`config.mk`:
```
export PLATFORM = sky130hd
export DESIGN_NAME = phase_ctrl
export DESIGN_NICKNAME = d
export VERILOG_FILES = /design/src/rtl/phase_ctrl_pkg.sv /design/src/rtl/phase_ctrl_op_class.sv /design/src/rtl/phase_ctrl.sv
export SDC_FILE = /design/constraint.sdc
export NUM_CORES = 1
export LEC_CHECK = 0
export ABC_AREA = 1
export CORE_UTILIZATION = 40
export CTS_CLUSTER_DIAMETER = 150
export DETAILED_ROUTE_END_ITERATION = 16
export HOLD_SLACK_MARGIN = 0.05
export PLACE_DENSITY = 0.9
export SYNTH_ARGS = -nofsm -noshare
export SYNTH_HDL_FRONTEND = slang
export SYNTH_SLANG_ARGS = --single-unit
export TNS_END_PERCENT = 20
```
`constraint.sdc`:
```
create_clock -name clk -period 1.8 [get_ports clk]
set_input_delay 0.45 -clock clk [delete_from_list [all_inputs] [get_ports clk]]
set_output_delay 0.45 -clock clk [all_outputs]
set_load 0.05 [all_outputs]
```
`src/rtl/phase_ctrl_pkg.sv`:
```
// Shared constants for the phase sequencer and the register file: phase bit
// indices, the one-hot phase encoding and the opcode values.
package phase_ctrl_pkg;

    localparam int PHASE_H  = 4;
    localparam int PH_I_BIT = 0;
    localparam int PH_R_BIT = 1;
    localparam int PH_E_BIT = 2;
    localparam int PH_M_BIT = 3;
    localparam int PH_F_BIT = 4;

    localparam logic [3:0] OP_NOP = 4'h0;
    localparam logic [3:0] OP_LD  = 4'h8;
    localparam logic [3:0] OP_ST  = 4'h9;
    localparam logic [3:0] OP_HLT = 4'hF;

    // The state register is the one-hot phase vector; all-zero means halted.
    typedef enum logic [PHASE_H:0] {
        PH_HALT = '0,
        PH_I    = (PHASE_H+1)'(1) << PH_I_BIT,
        PH_R    = (PHASE_H+1)'(1) << PH_R_BIT,
        PH_E    = (PHASE_H+1)'(1) << PH_E_BIT,
        PH_M    = (PHASE_H+1)'(1) << PH_M_BIT,
        PH_F    = (PHASE_H+1)'(1) << PH_F_BIT
    } phase_e;

endpackage

```
`src/rtl/phase_ctrl_op_class.sv`:
```
// Combinational opcode classifier: tells the sequencer which phases an
// instruction needs after execute.
module op_class
    import phase_ctrl_pkg::*;
(
    input  logic [3:0] opcode_i,
    output logic       is_mem_o,
    output logic       is_st_o,
    output logic       wb_en_o,
    output logic       is_halt_o
);

    assign is_mem_o  = (opcode_i == OP_LD) || (opcode_i == OP_ST);
    assign is_st_o   = (opcode_i == OP_ST);
    assign is_halt_o = (opcode_i == OP_HLT);
    // Everything except NOP, ST and HLT writes back (LD and all ALU codes).
    assign wb_en_o   = !((opcode_i == OP_NOP) || (opcode_i == OP_ST) || (opcode_i == OP_HLT));

endmodule

```
`src/rtl/phase_ctrl.sv`:
```
// Multi-cycle phase sequencer: fetch/read/execute/memory/final, holding PC and
// IR and driving the memory port and the register-file selects.
module phase_ctrl
    import phase_ctrl_pkg::*;
#(
    parameter logic [31:0] RESET_PC = 32'h0000_0000
) (
    input  logic              clk,
    input  logic              rst,
    input  logic              mem_ack,
    input  logic [31:0]       mem_rdata,
    input  logic [31:0]       addr_in,
    output logic [PHASE_H:0]  phase,
    output logic [31:0]       ir,
    output logic [2:0]        rg1,
    output logic [2:0]        rg2,
    output logic [31:0]       pc,
    output logic              mem_req,
    output logic              mem_we,
    output logic [31:0]       mem_addr,
    output logic              halted
);

    phase_e      phase_q, phase_d;
    logic [31:0] pc_q, pc_d;
    logic [31:0] ir_q, ir_d;
    logic        halted_q, halted_d;

    logic is_mem, is_st, wb_en, is_halt;

    op_class u_op_class (
        .opcode_i  (ir_q[31:28]),
        .is_mem_o  (is_mem),
        .is_st_o   (is_st),
        .wb_en_o   (wb_en),
        .is_halt_o (is_halt)
    );

    always_comb begin
        phase_d  = phase_q;
        pc_d     = pc_q;
        ir_d     = ir_q;
        halted_d = halted_q;
        case (phase_q)
            PH_I: begin
                if (mem_ack) begin
                    ir_d    = mem_rdata;
                    pc_d    = pc_q + 32'd4;
                    phase_d = PH_R;
                end
            end
            PH_R: phase_d = PH_E;
            PH_E: begin
                if (is_halt) begin
                    phase_d  = PH_HALT;
                    halted_d = 1'b1;
                end else if (is_mem) begin
                    phase_d = PH_M;
                end else if (wb_en) begin
                    phase_d = PH_F;
                end else begin
                    phase_d = PH_I;
                end
            end
            PH_M: begin
                if (mem_ack) phase_d = wb_en ? PH_F : PH_I;
            end
            PH_F:    phase_d = PH_I;
            PH_HALT: phase_d = PH_HALT;
            default: phase_d = PH_I;
        endcase
    end

    always_ff @(posedge clk) begin
        if (rst) begin
            phase_q  <= PH_I;
            pc_q     <= RESET_PC;
            ir_q     <= '0;
            halted_q <= 1'b0;
        end else begin
            phase_q  <= phase_d;
            pc_q     <= pc_d;
            ir_q     <= ir_d;
            halted_q <= halted_d;
        end
    end

    assign phase    = phase_q;
    assign pc       = pc_q;
    assign ir       = ir_q;
    assign halted   = halted_q;
    assign rg1      = ir_q[27:25];
    assign rg2      = ir_q[24:22];
    assign mem_req  = (phase_q == PH_I) || (phase_q == PH_M);
    assign mem_we   = (phase_q == PH_M) && is_st;
    assign mem_addr = (phase_q == PH_I) ? pc_q :
                      (phase_q == PH_M) ? addr_in : 32'h0;

endmodule
```
**After elaboration in Yosys (flattened, before gate mapping)**

Index checks and enable logic that the tools add are counted.

- Add/sub/neg operators: 1
- Eq/ne operators: 9
- Muxes and demuxes: 8
- Reduce and logical (&&, ||, !) cells: 10

Operator list:

| kind | count |
|---|---|
| 32-bit 2-to-1 mux | 2 |
| 32-bit by 3-bit adder with 32-bit output, second input constant | 1 |
| 5-bit 2-to-1 mux | 5 |
| 5-bit one-hot mux with 5 select lines | 1 |
| 4-bit == test, second input constant | 3 |
| 2-bit AND reduction | 3 |
| 5-bit by 1-bit == test with 1-bit output, second input constant | 1 |
| 5-bit by 2-bit == test with 1-bit output, second input constant | 1 |
| 5-bit by 3-bit == test with 1-bit output, second input constant | 1 |
| 5-bit by 4-bit == test with 1-bit output, second input constant | 1 |
| 5-bit zero test | 1 |
| 4-bit zero test | 1 |
| 1-bit logical OR | 4 |
| 2-bit != test, second input constant | 2 |
| 1-bit logical AND | 1 |

- Register bits after elaboration: 70
- Logic and storage cells: 32

**Logic depth before layout (Yosys ltp)**

- Word-level depth: 7
- Depth in mapped cells: 9

**By module**

Synthesis repeated with hierarchy kept, for this count alone.

- Cells, all modules: 557
- Area, all modules: 3525.9 µm²

By module, submodules not included:

| module | times used | cells an instance | area each (µm²) | seq. area each (µm²) |
|---|---|---|---|---|
| phase_ctrl | 1 | 540 | 3457.1 | 1361.3 |
| op_class | 1 | 17 | 68.8 | 0.0 |

**Least setup slack after synthesis**

No wires, ideal clock.

- Kind: reg2out
- Start point: register phase_q[0], in the netlist phase[0]
- End point: output port mem_addr[12]
- Arrival time: 2.365 ns
- Data required time: 1.350 ns
- Path slack: -1.015 ns
- Cell stages (with the launch flop): 6
- Cell sequence: dfxtp_1 inv_1 nor2_4 nand3_2 clkbuf_1 o21ai_0

- Longest elaborated chain between the ends: 3

RTL lines:

| item | RTL line | source |
|---|---|---|
| start, declared | phase_ctrl.sv:24 | `phase_e phase_q, phase_d;` |
| start signal, assigned | phase_ctrl.sv:81 | `phase_q <= phase_d;` |
| 5-bit by 4-bit == test with 1-bit output | phase_ctrl.sv:97 | `(phase_q == PH_M) ? addr_in : 32'h0;` |
| 32-bit 2-to-1 mux | phase_ctrl.sv:97 |  |
| 32-bit 2-to-1 mux (*) | phase_ctrl.sv:96 | `assign mem_addr = (phase_q == PH_I) ? pc_q :` |
| end, declared | phase_ctrl.sv:20 | `output logic [31:0] mem_addr,` |

Mark *: on every way between the ends. The rest lies on a longest branch, timed or not.

**Worst setup path in the final report**

Same ends and word-level chain as after synthesis.

==> reports/qor.txt <==
Fin Clk Skew = 10.59 ps
Critical Path RT = 1350 ps
Netlist cell types = 25
most used cell, CP = nand2_2
startpoint types = register
setup slack after layout = -358.2 ps
WHS = 475.2 ps
post-synth top area share = 38.83%
clock buffer depth = 2
Starting Density = 42.03%
met3 wire len = 1132 um
Die W = 95.62 um
# fillers = 548
worst r2r src = phase[0]
Synth area leader = dfxtp_1
antenna violations before repair = 0
vias = 4377
Antenna Nets Post-Route = 0
wire per inst = 15.31 um
CP cell instances = nor2_2 > nand2_2 > nor2_4 > nand2_2 > clkinv_4 > buf_12 > nand2_2 > o21ai_4 > buf_12
WHS Endpoint = ir[10]
worst skew pair latency = 350 ps
DR vias/cell = 5.186
outcome = complete, but fails checks
Worst path slowest cell = dfxtp_4
WL met2 = 6765 um
Final nets = 802
Peak supply drop = 0.5781 mV
DRC = 0
Max Cap Viol = 0
Largest stage delay, worst path = 360 ps
Die H = 95.62 um
Worst R2R Setup Slack = -200 ps
Worst path top cell family by delay = buffers and inverters
Lkg Pwr = 0.002648 uW
Buf/Inv on CP = 3
HP Class = reg2reg
CTS H-tree depth = 3
Cell Area, Synth = 0.003506 sq mm
Layout area overhead = 86.19%
Max FO, Critical Path = 8
TritonCTS Buffers = 9
vias in the first global route = 4306
core area = 0.008341 sq mm
layout cells sized above 1 = 35.45%
Cell Area, Placed = 0.006026 sq mm
Tot GR Track Use = 27.70%
hold depth = 2
GPL Wtd Cong = 0.8648
first-pass GRT wire length = 19480 um
Routed WL = 12920 um
dpl hpwl = 9208 um
Worst Path Class, Setup = reg2out
met1 WL = 4717 um
ys flop type = dfxtp_1
I/O pin cnt = 177
die area = 0.009143 sq mm
post-synthesis async set-or-reset flop share = 0%
largest net degree at the start of global routing = 32
synth top area cells = dfxtp_1 39%, nand2_1 18%, nor2_1 6.5%
clk slew on worst S/H paths = 80 ps
failing checks = setup timing
Rows = 33
register area share after synthesis = 38.83%
Yosys warnings = 0
post-layout instance area = 0.006528 sq mm
CTS tree = yes
worst hold start = ir[10]
RSZ-0062 raised after global routing = yes
DRT Pass-1 Iters = 5
Fmax = 463.4 MHz
GRT overflow = 0
cell count after synthesis = 543
Period minus WS final = 2158 ps
average cell area after synthesis = 6.456 sq um
antenna cells = 0
EDFF count, synth = 0
root buf cell = clkbuf_8
Final period util = 119.9%
reg2reg end = phase[0]
final hold vios = 0
Setup crit end kind = primary output
Top Metal Used = met4
Max Slew Vio Count = 0
synthesis-stage register bit count = 68
crit path DAT = 1710 ps
pwr/cell area = 746.0 mW/mm^2
Worst R2R Path Depth = 15
clk sinks = 68
Port Buf Inserts = 174
First DRT Iteration DRCs = 217
final setup fails = 38
power consumption = 4870 uW
[cell type report]
type,count,area (sq um),area share [%]
Inverter,63,246.5,3.776
Multi-Input combinational cell,383,2245,34.39
Clock buffer,9,123.9,1.898
Tap cell,105,131.4,2.013
Clock inverter,7,51.30,0.7859
Timing Repair Buffer,209,2357,36.11
Sequential cell,68,1373,21.03
[worst max-delay path by stage]
stage / endpoint / start / cells past startpoint / slack [ps]
2_1_floorplan: mem_addr[10] / phase[4] / 8 / 0.4
3_3_place_gp: pc[20] / mem_ack / 7 / -50
3_5_place_dp: pc[8] / mem_ack / 7 / -100
4_1_cts: mem_addr[2] / phase[0] / 9 / -370
5_1_grt: mem_addr[12] / phase[0] / 9 / -420
6_report: mem_addr[12] / phase[0] / 9 / -360
[timing repair]
| item | in CTS | in global routing |
|---|---|---|
| hold buffers | 0 | 0 |
| pin swaps | 2 | 2 |
| gates resized for setup | 25 | 31 |
| buffers inserted | 10 | 2 |
| endpoints found under the setup margin | 34 | 44 |
| gates cloned | 2 | 1 |
[cell usage in the layout, fill, tap and decap left out, drive strengths merged]
cell,count
conb,2
dfxtp,68
clkinv,4
clkbuf,10
clkinvlp,2
inv,64
nand2,165
clkdlybuf4s50,65
nor3,16
xor2,1
ha,1
a21oi,44
o21ai,40
buf,143
nand3,32
nand3b,1
nor2,72
nand4,9
[Yosys cell counts, types with 4 or more instances]
cell / instances
nand3_2: 4
nand2_1: 165
nor3_1: 14
buf_4: 9
nand4_1: 8
dfxtp_1: 68
nor2_2: 5
o21ai_1: 10
inv_2: 4
buf_2: 10
nand3_1: 28
inv_1: 59
nor2_1: 61
o21ai_0: 30
a21oi_1: 44
nor2_4: 6
clkbuf_1: 9
[cells by family (layout without fill, tap and decap cells)]
family,after synthesis,count (layout),share of synthesized area [%]
AO/OA/AOI/OAI,84,84,11.99
XOR/XNOR,1,1,0.2499
adder cells (fa/ha/maj),1,1,0.3568
buffers and inverters,93,288,11.49
flip-flops,68,68,38.83
other,1,2,0.1070
AND/OR/NAND/NOR,295,295,36.97
[metrics by stage]
| stage | std cells | setup TNS, ps | setup WS [ps] | util, % |
|---|---|---|---|---|
| detailed placement | 813 | -1357 | -104.7 | 72.25 |
| global placement | 813 | -151.3 | -48.84 | 72.25 |
| floorplan | 544 | 0 | 0.4392 | - |
| finish | 844 | -11440 | -358.2 | 78.26 |
| global route | 844 | -14020 | -420.9 | 78.26 |
| CTS | 841 | -12040 | -374.7 | 76.78 |
[power breakdown]
part / switching [uW] / internal [uW]
Sequential: 81.4 / 1610
Combinational: 1280 / 764
Clock: 632 / 506
[sequential cells by signal (all words and copies together), names as in the netlist]
register  count
pc           30
halted        1
phase         5
ir           32
[routing by layer]
metal	track usage (%)	vias up
li1	-	2083
met1	27.34	2036
met2	52.62	224
met3	8.612	34
met4	12.06	0
met5	0	-
[worst reg2reg max path, stage by stage (launching register included)]
cell     delay, ps
dfxtp_4        360
nor2_2         120
nand2_2         90
buf_4          140
buf_4          120
buf_4          120
buf_4          120
buf_4          120
buf_4          120
buf_4          130
nor2_4         120
nor2_1          70
nand3_1         90
nand3_2         80
nand2_1         60
nand2_1         40
No activity file was read; power rests on OpenSTA's default activity.
